### config.mk
export PLATFORM = sky130hd
export DESIGN_NAME = spi_reg_bank
export DESIGN_NICKNAME = d
export VERILOG_FILES = /design/src/rtl/spi_reg_pkg.sv /design/src/rtl/sync_edge_det.sv /design/src/rtl/spi_reg_bank.sv
export SDC_FILE = /design/constraint.sdc
export NUM_CORES = 1
export LEC_CHECK = 0
export ABC_AREA = 1
export CORE_MARGIN = 2
export CORE_UTILIZATION = 45
export DETAILED_ROUTE_END_ITERATION = 7
export PLACE_DENSITY = 0.7
export SLEW_MARGIN = 30
export SYNTH_ARGS = -nofsm -noshare
export SYNTH_HDL_FRONTEND = slang
export SYNTH_HIERARCHICAL = 1
export SYNTH_SLANG_ARGS = --single-unit
### constraint.sdc
create_clock -name clk -period 1.7 [get_ports clk]
set_input_delay 0.425 -clock clk [delete_from_list [all_inputs] [get_ports clk]]
set_output_delay 0.425 -clock clk [all_outputs]
set_load 0.02 [all_outputs]
### src/rtl/spi_reg_pkg.sv
// Shared constants and types for the SPI configuration register bank.
package spi_reg_pkg;

  localparam int unsigned FRAME_BITS = 16;
  localparam int unsigned NUM_REGS   = 5;
  localparam int unsigned IDX_W      = $clog2(NUM_REGS);

  localparam int unsigned ADDR_EN_OUT_LO  = 0;
  localparam int unsigned ADDR_EN_OUT_HI  = 1;
  localparam int unsigned ADDR_EN_PWM_LO  = 2;
  localparam int unsigned ADDR_EN_PWM_HI  = 3;
  localparam int unsigned ADDR_PWM_DUTY   = 4;
  localparam int unsigned ADDR_ERR_CNT    = 5;

  typedef enum logic [1:0] {
    WAIT_IDLE = 2'd0,
    IDLE      = 2'd1,
    SHIFT     = 2'd2,
    COMMIT    = 2'd3
  } state_e;

endpackage

### src/rtl/sync_edge_det.sv
// Multi-flop synchroniser for an async pin, plus edge detection on the synced level.
module sync_edge_det #(
  parameter int unsigned SYNC_STAGES = 2,
  parameter logic        RST_VAL     = 1'b0
) (
  input  logic clk,
  input  logic rst_n,
  input  logic d_in,
  output logic level,
  output logic rise_c,
  output logic fall_c
);

  logic [SYNC_STAGES-1:0] sync_q, sync_d;
  logic                   prev_q, prev_d;

  // Shift the pin into the chain; keep one extra flop of history for edges.
  always_comb begin
    sync_d = {sync_q[SYNC_STAGES-2:0], d_in};
    prev_d = sync_q[SYNC_STAGES-1];
  end

  // Synchroniser and history flops reset to the pin's idle level.
  always_ff @(posedge clk or negedge rst_n) begin
    if (!rst_n) begin
      sync_q <= {SYNC_STAGES{RST_VAL}};
      prev_q <= RST_VAL;
    end else begin
      sync_q <= sync_d;
      prev_q <= prev_d;
    end
  end

  assign level  = sync_q[SYNC_STAGES-1];
  assign rise_c = sync_q[SYNC_STAGES-1] & ~prev_q;
  assign fall_c = ~sync_q[SYNC_STAGES-1] & prev_q;

endmodule

### src/rtl/spi_reg_bank.sv
// SPI mode-0 target: decodes 16-bit write frames into five control registers,
// supports readback on CIPO and counts malformed frames.
module spi_reg_bank
  import spi_reg_pkg::*;
#(
  parameter int unsigned SYNC_STAGES = 2,
  parameter int unsigned ADDR_W      = 7,
  parameter int unsigned DATA_W      = 8,
  parameter int unsigned ERR_W       = 4
) (
  input  logic              clk,
  input  logic              rst_n,
  input  logic              sclk_in,
  input  logic              copi_in,
  input  logic              ncs_in,
  output logic              cipo_out,
  output logic              cipo_oe,
  output logic [DATA_W-1:0] en_reg_out_7_0,
  output logic [DATA_W-1:0] en_reg_out_15_8,
  output logic [DATA_W-1:0] en_reg_pwm_7_0,
  output logic [DATA_W-1:0] en_reg_pwm_15_8,
  output logic [DATA_W-1:0] pwm_duty_cycle,
  output logic              wr_strobe
);

  localparam int unsigned FRAME_W  = 1 + ADDR_W + DATA_W;
  localparam int unsigned HDR_BITS = 1 + ADDR_W;
  localparam int unsigned CNT_W    = 5;
  localparam int unsigned FLUSH_W  = $clog2(SYNC_STAGES + 1);

  logic sclk_lvl_unused, sclk_rise, sclk_fall;
  logic copi_lvl, copi_rise_unused, copi_fall_unused;
  logic ncs_lvl, ncs_rise, ncs_fall;

  sync_edge_det #(.SYNC_STAGES(SYNC_STAGES), .RST_VAL(1'b0)) u_sync_sclk (
    .clk(clk), .rst_n(rst_n), .d_in(sclk_in),
    .level(sclk_lvl_unused), .rise_c(sclk_rise), .fall_c(sclk_fall)
  );

  sync_edge_det #(.SYNC_STAGES(SYNC_STAGES), .RST_VAL(1'b0)) u_sync_copi (
    .clk(clk), .rst_n(rst_n), .d_in(copi_in),
    .level(copi_lvl), .rise_c(copi_rise_unused), .fall_c(copi_fall_unused)
  );

  sync_edge_det #(.SYNC_STAGES(SYNC_STAGES), .RST_VAL(1'b1)) u_sync_ncs (
    .clk(clk), .rst_n(rst_n), .d_in(ncs_in),
    .level(ncs_lvl), .rise_c(ncs_rise), .fall_c(ncs_fall)
  );

  state_e                             state_q, state_d;
  logic [FRAME_W-1:0]                 shift_q, shift_d;
  logic [CNT_W-1:0]                   cnt_q, cnt_d;
  logic [FLUSH_W-1:0]                 flush_q, flush_d;
  logic [NUM_REGS-1:0][DATA_W-1:0]    regs_q, regs_d;
  logic [ERR_W-1:0]                   err_q, err_d;
  logic [DATA_W-1:0]                  tx_q, tx_d;
  logic                               cipo_q, cipo_d;
  logic                               cipo_oe_q, cipo_oe_d;
  logic                               strobe_q, strobe_d;

  logic [ADDR_W:0]   hdr_c;
  logic [ADDR_W-1:0] rd_addr_c;
  logic [DATA_W-1:0] rd_val_c;
  logic              frame_rw_c;
  logic [ADDR_W-1:0] frame_addr_c;
  logic [DATA_W-1:0] frame_data_c;

  // Header as it will look once the current rising edge is shifted in.
  assign hdr_c        = {shift_q[ADDR_W-1:0], copi_lvl};
  assign rd_addr_c    = hdr_c[ADDR_W-1:0];
  assign frame_rw_c   = shift_q[FRAME_W-1];
  assign frame_addr_c = shift_q[FRAME_W-2 -: ADDR_W];
  assign frame_data_c = shift_q[DATA_W-1:0];

  // Readback mux: register file, error counter, or zero for unmapped addresses.
  always_comb begin
    rd_val_c = '0;
    if (rd_addr_c < ADDR_W'(NUM_REGS)) begin
      rd_val_c = regs_q[rd_addr_c[IDX_W-1:0]];
    end else if (rd_addr_c == ADDR_W'(ADDR_ERR_CNT)) begin
      rd_val_c = DATA_W'(err_q);
    end
  end

  // Frame FSM: next state, shifter, bit counter, readback and commit.
  always_comb begin
    state_d  = state_q;
    shift_d  = shift_q;
    cnt_d    = cnt_q;
    flush_d  = flush_q;
    regs_d   = regs_q;
    err_d    = err_q;
    tx_d     = tx_q;
    cipo_d   = cipo_q;
    strobe_d = 1'b0;

    unique case (state_q)
      WAIT_IDLE: begin
        // Let the synchronisers fill with real pin values before trusting ncs.
        if (flush_q != FLUSH_W'(SYNC_STAGES)) begin
          flush_d = flush_q + FLUSH_W'(1);
        end else if (ncs_lvl) begin
          state_d = IDLE;
        end
      end
      IDLE: begin
        if (ncs_fall) begin
          state_d = SHIFT;
          shift_d = '0;
          cnt_d   = '0;
          tx_d    = '0;
          cipo_d  = 1'b0;
        end
      end
      SHIFT: begin
        // ncs rising takes priority over any sclk edge in the same cycle.
        if (ncs_rise) begin
          state_d = COMMIT;
        end else if (sclk_rise) begin
          shift_d = {shift_q[FRAME_W-2:0], copi_lvl};
          if (cnt_q != CNT_W'(FRAME_BITS + 1)) begin
            cnt_d = cnt_q + CNT_W'(1);
          end
          if (cnt_q == CNT_W'(HDR_BITS - 1) && !hdr_c[ADDR_W]) begin
            tx_d = rd_val_c;
          end
        end else if (sclk_fall) begin
          cipo_d = tx_q[DATA_W-1];
          tx_d   = {tx_q[DATA_W-2:0], 1'b0};
        end
      end
      COMMIT: begin
        state_d = IDLE;
        if (cnt_q == CNT_W'(FRAME_BITS)) begin
          if (frame_rw_c) begin
            if (frame_addr_c < ADDR_W'(NUM_REGS)) begin
              regs_d[frame_addr_c[IDX_W-1:0]] = frame_data_c;
              strobe_d = 1'b1;
            end else if (frame_addr_c == ADDR_W'(ADDR_ERR_CNT)) begin
              err_d = '0;
            end
          end
        end else if (err_q != {ERR_W{1'b1}}) begin
          err_d = err_q + ERR_W'(1);
        end
      end
      default: state_d = WAIT_IDLE;
    endcase

    cipo_oe_d = (state_d == SHIFT) && (cnt_d >= CNT_W'(HDR_BITS)) &&
                (cnt_d < CNT_W'(FRAME_BITS));
  end

  // State and datapath registers.
  always_ff @(posedge clk or negedge rst_n) begin
    if (!rst_n) begin
      state_q   <= WAIT_IDLE;
      shift_q   <= '0;
      cnt_q     <= '0;
      flush_q   <= '0;
      regs_q    <= '0;
      err_q     <= '0;
      tx_q      <= '0;
      cipo_q    <= 1'b0;
      cipo_oe_q <= 1'b0;
      strobe_q  <= 1'b0;
    end else begin
      state_q   <= state_d;
      shift_q   <= shift_d;
      cnt_q     <= cnt_d;
      flush_q   <= flush_d;
      regs_q    <= regs_d;
      err_q     <= err_d;
      tx_q      <= tx_d;
      cipo_q    <= cipo_d;
      cipo_oe_q <= cipo_oe_d;
      strobe_q  <= strobe_d;
    end
  end

  assign en_reg_out_7_0  = regs_q[IDX_W'(ADDR_EN_OUT_LO)];
  assign en_reg_out_15_8 = regs_q[IDX_W'(ADDR_EN_OUT_HI)];
  assign en_reg_pwm_7_0  = regs_q[IDX_W'(ADDR_EN_PWM_LO)];
  assign en_reg_pwm_15_8 = regs_q[IDX_W'(ADDR_EN_PWM_HI)];
  assign pwm_duty_cycle  = regs_q[IDX_W'(ADDR_PWM_DUTY)];
  assign cipo_out        = cipo_q;
  assign cipo_oe         = cipo_oe_q;
  assign wr_strobe       = strobe_q;

endmodule

==> parameters.txt, run 1 <==
Parameter                              Value

Min path
  Start point of the worst hold path    u_sync_sclk/sync_q[0]$_DFF_PN0_
  Min-Delay Path Class    register to register

STA
  Relative max-transition margin    between 60% and 70%
  Top achievable clock speed    about 590 MHz
  Endpoints failing hold    0
  Slew at the pin with the worst max-slew slack    between 0.4 and 0.5 ns
  # setup viols final    0
  Clock Skew    approximately 0.014 ns
  Setup repair after global routing missed its margin    true
  Tcrit/Tclk final    between 90 and 100%
  Final worst path period need    approximately 1.7 ns
  Number of max-slew violations in the final report    0

Critical path
  Source of the critical timing path    state_q[0]$_DFF_PN0_
  CP Max Fanout    16
  Critical path required time    between 1.5 and 2 ns
  Crit path DAT    1.97 ns
  Setup CP Type    register to register
  Critical Path End Type    register
  Delay of the slowest critical-path stage    around 0.37 ns
  Reg2Reg Launch Point    state_q[0]$_DFF_PN0_
  Critical-path top delay cell    sky130_fd_sc_hd__dfrtp_1
  Largest delay contributor family on the critical path    buffers and inverters
  Buffers and inverters on the worst path    4
  Startpoint kind of the worst setup timing path    register
  Cell Chain, Critical Path    inv_1 -> ha_2 -> buf_12 -> nand2_4 -> nand2_4 -> nor3b_4 -> buf_6 -> buf_12 -> nand3_1 -> o21ai_0

Placed design
  Placed inst area    0.005360 mm2
  Total placed cells including tap cells    751
  Weighted congestion at the end of routability-driven global placement    approximately 0.88
  IO buf count    47
  Placed wire-length estimate after detailed placement    ~8000 um

Outcome
  Violations in the final reports    design-rule violations
  Outcome    finished with violations

Die
  Site row count    37
  Full die area    0.01119 mm2
  Core Box Area    about 0.010 mm2
  Die boundary height    around 110 um
  Die Width    105.8 um
  Starting density of the core    45.77%
  I/O pin count    between 40 and 50

Clocking
  Clock tree from TritonCTS    done
  H-tree lvl count    3
  CTS clk-pin slew, worst paths    roughly 0.1 ns
  Max Buffers Root-to-Sink    2
  Total clock buffers created by CTS    9
  Root buffer cell    sky130_fd_sc_hd__clkbuf_8
  Sinks on the clock net    88
  Worst skew pair latency    ~0.36 ns

Power
  LEAKAGE    between 2 and 3 nW
  Total power divided by cell area    1168 mW/mm2
  Peak supply drop    656.1 uV

Drt
  Count of antenna-violating nets left after detailed routing    0
  Mean number of vias per cell    5.067
  Initial DRC count    between 200 and 250
  Post-detailed-route wirelength per cell    around 14 um
  Wire length after detailed routing    11100 um
  Count of unresolved DRC violations after routing    1
  Number of iterations in the first detailed-routing pass    7
  Vias post-DR    just under 4k

GRT
  Number of antenna violations at the first check in global routing    0
  GRT overflow    0
  GRT Total Usage    a little over a fifth
  First-pass GRT wire length    roughly 19000 um
  Number of global-route vias before repair    between 3k and 4k
  Maximum number of pins on one net before global-route repair    38

Cells and area
  Final antenna diode count    0
  Fraction of layout cells with a size suffix above 1    about 16%
  Number of standard cells in the layout, taps in and fillers out    around 770
  Area Overhead vs Synth    20.50%
  Net count reported at finish    roughly 650
  Final std cell area, no fill    0.005618 mm2

Yosys
  Number of warning messages in the yosys log    6
  Syn Std Cell Area    0.004662 mm2
  Mean Syn Cell Area    around 8 um2
  Cell count after synthesis    ~570
  Net count of the mapped netlist    about 580

Flow run
  Max Cap Violations    0
-- state kept, by name, indices dropped and copies added, names as in the netlist, named ones only --
signal              count
cipo_oe                 1
cipo_out                1
cnt_q                   2
en_reg_out_15_8         8
en_reg_out_7_0          8
en_reg_pwm_15_8         8
en_reg_pwm_7_0          8
err_q                   4
flush_q                 2
pwm_duty_cycle          8
shift_q                16
state_q                 2
tx_q                    8
u_sync_copi/sync_q      2
u_sync_ncs/prev_q       1
u_sync_ncs/sync_q       2
u_sync_sclk/prev_q      1
u_sync_sclk/sync_q      2
wr_strobe               1
-- what timing repair did --
item	in CTS	in global routing
setup endpoints to repair	62	61
endpoints found under the hold margin	18	0
gates resized for setup	50	13
hold buffers	1	0
buffers inserted	2	0
pin swaps	1	1
gates cloned	1	1
-- per-layer routing --
layer  vias up  routed length [um]  GRT usage (%)
met5         -                   0              0
met4         0                 144          5.357
met3        11                 456          4.638
met2        88                5383          34.75
met1      1876                5111          28.17
li1       1937                   -              -
-- area by class of cell --
type,count,area [um2]
fillers,957,4567
flip-flops and latches,88,2206
multi-input cells,387,2092
repair buffers,70,663.1
inverters,75,296.5
well taps,136,170.2
clock buffers,9,123.9
clock inverters,7,66.31
-- where the power goes --
part           leakage (nW)  internal, mW  total, mW  switching (mW)
sequential             1.18          2.32       2.49           0.172
combinational          1.56          1.05       2.64            1.59
clock                0.0995         0.579       1.43           0.854
-- layout by cell type (no fill, tap or decap), drive strengths merged --
cell	count
or2	1
nor4	1
clkdlybuf4s50	3
nor3b	1
nor2	57
inv	79
dfstp	3
xor2	3
clkbuf	9
dlygate4sd3	1
dfrtp	85
nand2	170
clkinv	3
a21boi	4
dlygate4sd2	43
buf	23
a21oi	10
nand4	13
o31ai	2
ha	10
nand3b	1
nand3	47
o21a	1
nor3	2
o21ai	64
-- metrics by stage --
step	hold slack, ns	setup slack, ns	util, %	TNS (ns)	total power, mW
6_report	0.3603	0.006149	55.16	0	6.564
3_3_place_gp	0.3340	0.05733	52.63	0	4.756
3_5_place_dp	0.3427	-0.04259	52.63	-0.1852	4.831
2_1_floorplan	0.1294	0.1302	-	0	4.177
5_1_grt	0.3690	-0.07326	55.16	-1.221	7.020
4_1_cts	0.3632	0.009245	54.67	0	6.497
-- worst paths after layout --
path,to,slack (ns),cells past startpoint
setup / recovery,shift_q[10]$_DFFE_PN0P_,0.006,10
hold / removal,u_sync_sclk/sync_q[1]$_DFF_PN0_,0.36,0
setup reg to reg,shift_q[10]$_DFFE_PN0P_,0.006,10
hold reg to reg,u_sync_sclk/sync_q[1]$_DFF_PN0_,0.36,0
max in group asynchronous,pwm_duty_cycle[4]$_DFFE_PN0P_,0.70,3
min in group asynchronous,wr_strobe$_DFF_PN0_,0.51,2
Note: power is estimated with default switching activity, not from simulation.
==> run 2: changes to the inputs <==
--- a/config.mk
+++ b/config.mk
@@ -10,7 +10,7 @@
 export CORE_UTILIZATION = 45
 export DETAILED_ROUTE_END_ITERATION = 7
 export PLACE_DENSITY = 0.7
-export SLEW_MARGIN = 30
+export SLEW_MARGIN = 10
 export SYNTH_ARGS = -nofsm -noshare
 export SYNTH_HDL_FRONTEND = slang
 export SYNTH_HIERARCHICAL = 1
==> results of run 2 <==
Same layout as run 1: the final DEF is identical, and so are final timing and power.
==> run 3: changes to the inputs <==
--- a/config.mk
+++ b/config.mk
@@ -9,7 +9,7 @@
 export CORE_MARGIN = 2
 export CORE_UTILIZATION = 45
 export DETAILED_ROUTE_END_ITERATION = 7
-export PLACE_DENSITY = 0.7
+export PLACE_DENSITY = 0.75
 export SLEW_MARGIN = 10
 export SYNTH_ARGS = -nofsm -noshare
 export SYNTH_HDL_FRONTEND = slang
==> constraint.sdc (replaced) <==
create_clock -name clk -period 1.7 [get_ports clk]
set_input_delay 0.425 -clock clk [delete_from_list [all_inputs] [get_ports clk]]
set_output_delay 0.425 -clock clk [all_outputs]
set_load 0.05 [all_outputs]
==> run 3 against run 2 <==
The flow now finishes without violations. Clock skew grew 0.0069 ns. Die area is the same. Worst setup slack gained 0.013 ns. Critical path depth shrank 2. Flip-flop and latch count is the same. Non-clock buffer count grew 9. Critical endpoint is now shift_q[3]$_DFFE_PN0P_. Largest cell class is now multi-input gates.
==> parameters.txt, run 3 (synthesis gave the netlist of run 1 again) <==
Parameter                              Value

Outcome
  Outcome    finished, final reports clean

Power
  Peak supply drop    661.0 uV (+0.74%)
  Total power divided by cell area    1110 mW/mm2 (-5.0%)
  Total power consumption of the routed design    7.033 mW (+7.2%)
  LEAKAGE    2.905 nW (+2.4%)

Min path
  Sink of the worst hold path    u_sync_copi/sync_q[1]$_DFF_PN0_
  Min-Delay Path Class    register to register
  Start point of the worst hold path    u_sync_copi/sync_q[0]$_DFF_PN0_
  Hold path cells    0 (unchanged)

GRT
  Number of global-route vias before repair    3950 (+4.1%)
  Number of antenna violations at the first check in global routing    0 (unchanged)
  First-pass GRT wire length    19270 um (+3.4%)
  Maximum number of pins on one net before global-route repair    43 (+13%)
  GRT overflow    0 (unchanged)
  GRT Total Usage    21.84% (+0.81 points)

STA
  # setup viols final    0 (unchanged)
  Clock Skew    0.02092 ns (+0.006864 ns)
  Slew at the pin with the worst max-slew slack    0.4538 ns (-0.01718 ns)
  Number of max-slew violations in the final report    0 (unchanged)
  Setup repair after global routing missed its margin    true
  Post-Route Setup TNS    0 ns (unchanged)
  Tcrit/Tclk final    98.90% (-0.74 points)
  Final worst path period need    1.681 ns (-0.01251 ns)
  Endpoints failing hold    0 (unchanged)
  Relative max-transition margin    69.75% (+1.1 points)
  Top achievable clock speed    594.8 MHz (+0.74%)

Critical path
  Setup CP Type    register to register
  R2r worst-path depth    8 (-2)
  Critical Path End Type    register
  R2R Setup Slk    0.02 ns (about the same)
  End of the worst register-to-register path    shift_q[3]$_DFFE_PN0P_
  CP Max Fanout    8 (-8)
  Reg2Reg Launch Point    state_q[1]$_DFF_PN0_
  Startpoint kind of the worst setup timing path    register
  Critical path required time    2.00 ns (+0.02 ns)
  Crit path DAT    1.98 ns (about the same)

Die
  I/O pin count    48 (unchanged)
  Core Box Area    0.01018 mm2 (unchanged)
  Starting density of the core    45.77% (unchanged)
  Die Width    105.8 um (unchanged)
  Full die area    0.01119 mm2 (unchanged)
  Site row count    37 (unchanged)
  Die boundary height    105.8 um (unchanged)

Drt
  Mean number of vias per cell    5.337 (+5.3%)
  Initial DRC count    246 (+7.4%)
  Count of unresolved DRC violations after routing    0 (-1)
  Post-detailed-route wirelength per cell    15.92 um (+11%)
  Wire length after detailed routing    12470 um (+12%)
  Number of iterations in the first detailed-routing pass    5 (-2)
  Vias post-DR    4179 (+6.8%)
  Count of antenna-violating nets left after detailed routing    0 (unchanged)

Placed design
  Placed wire-length estimate after detailed placement    8200 um (+2.2%)
  Weighted congestion at the end of routability-driven global placement    0.8767 (-0.30%)
  IO buf count    47 (unchanged)

Clocking
  CTS clk-pin slew, worst paths    0.09 ns (about the same)
  Clock tree from TritonCTS    done
  H-tree lvl count    3 (unchanged)
  Total clock buffers created by CTS    9 (unchanged)
  Worst skew pair latency    0.38 ns (+0.02 ns)
  Max Buffers Root-to-Sink    2 (unchanged)
  Root buffer cell    sky130_fd_sc_hd__clkbuf_8
  Sinks on the clock net    88 (unchanged)

Cells and area
  Net count reported at finish    657 (+1.7%)
  Most flop-heavy register    shift_q
  Fraction of layout cells with a size suffix above 1    27.67% (+12 points)
  Most frequent standard cell in the layout excluding fill and tap cells    sky130_fd_sc_hd__nand2_1
  Commonest cells after routing, fill and taps aside    164 x sky130_fd_sc_hd__nand2_1, 83 x sky130_fd_sc_hd__dfrtp_1, 61 x sky130_fd_sc_hd__inv_1, 46 x sky130_fd_sc_hd__buf_12, 44 x sky130_fd_sc_hd__nor2_1
  Final antenna diode count    0 (unchanged)
  Area Overhead vs Synth    35.88%
  Flip-flop count of the largest register after layout    16 (unchanged)

Flow run
  Max Cap Violations    0 (unchanged)
-- run 3: layer usage --
layer | GRT usage [%] | vias up | wire, um
met5 | 0 | - | 0
li1 | - | 1971 | -
met1 | 27.83 | 1998 | 5003
met3 | 5.009 | 39 | 739
met2 | 35.99 | 171 | 6273
met4 | 8.741 | 0 | 450
-- run 3: how the worst max path moves through the flow --
stage / startpoint / endpoint / slack (ns) / depth (start not counted)
finish: state_q[1]$_DFF_PN0_ / shift_q[3]$_DFFE_PN0P_ / 0.02 / 8
global route: state_q[1]$_DFF_PN0_ / tx_q[2]$_DFFE_PN0P_ / -0.06 / 8
CTS: state_q[1]$_DFF_PN0_ / shift_q[4]$_DFFE_PN0P_ / 0.01 / 8
detailed placement: state_q[0]$_DFF_PN0_ / tx_q[6]$_DFFE_PN0P_ / -0.03 / 8
global placement: state_q[1]$_DFF_PN0_ / shift_q[8]$_DFFE_PN0P_ / 0.02 / 7
floorplan: state_q[0]$_DFF_PN0_ / tx_q[1]$_DFFE_PN0P_ / 0.13 / 10
-- run 3: power breakdown --
group / switching (mW) / internal (mW)
combinational: 1.77 / 1.19
clock: 0.810 / 0.737
sequential: 0.206 / 2.32
-- run 3: through the flow --
step	utilization, %	setup WS (ns)	hold WS [ns]	std cells	cell area, um2
floorplan	-	0.1302	0.1294	566	4662
global placement	56.56	0.01784	0.3394	752	5761
detailed placement	56.56	-0.02971	0.3355	752	5761
CTS	58.82	0.01420	0.3568	770	5991
global route	62.20	-0.05900	0.3662	783	6335
finish	62.20	0.01866	0.3554	783	6335
-- run 3: worst max-delay path, cell delays in order, from the launching register on --
cell and delay, ns:
sky130_fd_sc_hd__dfrtp_2 0.45, sky130_fd_sc_hd__inv_1 0.16, sky130_fd_sc_hd__ha_2 0.27, sky130_fd_sc_hd__nor2_2 0.07, sky130_fd_sc_hd__nor3b_4 0.19, sky130_fd_sc_hd__buf_6 0.18, sky130_fd_sc_hd__clkbuf_16 0.17, sky130_fd_sc_hd__nand3_2 0.05
sky130_fd_sc_hd__o21ai_1 0.08
-- run 3: cell type report --
class / count / area, um2
flip-flops and latches: 88 / 2208
inverters: 75 / 286.5
fillers: 807 / 3850
repair buffers: 79 / 1221
multi-input cells: 389 / 2238
clock buffers: 10 / 137.6
clock inverters: 6 / 72.57
well taps: 136 / 170.2
-- run 3: repair_timing --
item	4_1_cts	5_1_grt
cloned	0	6
pin swaps	0	7
hold endpoints to repair	22	0
endpoints found under the setup margin	24	58
hold buffers	1	0
buffers inserted	1	7
resized for setup	1	57
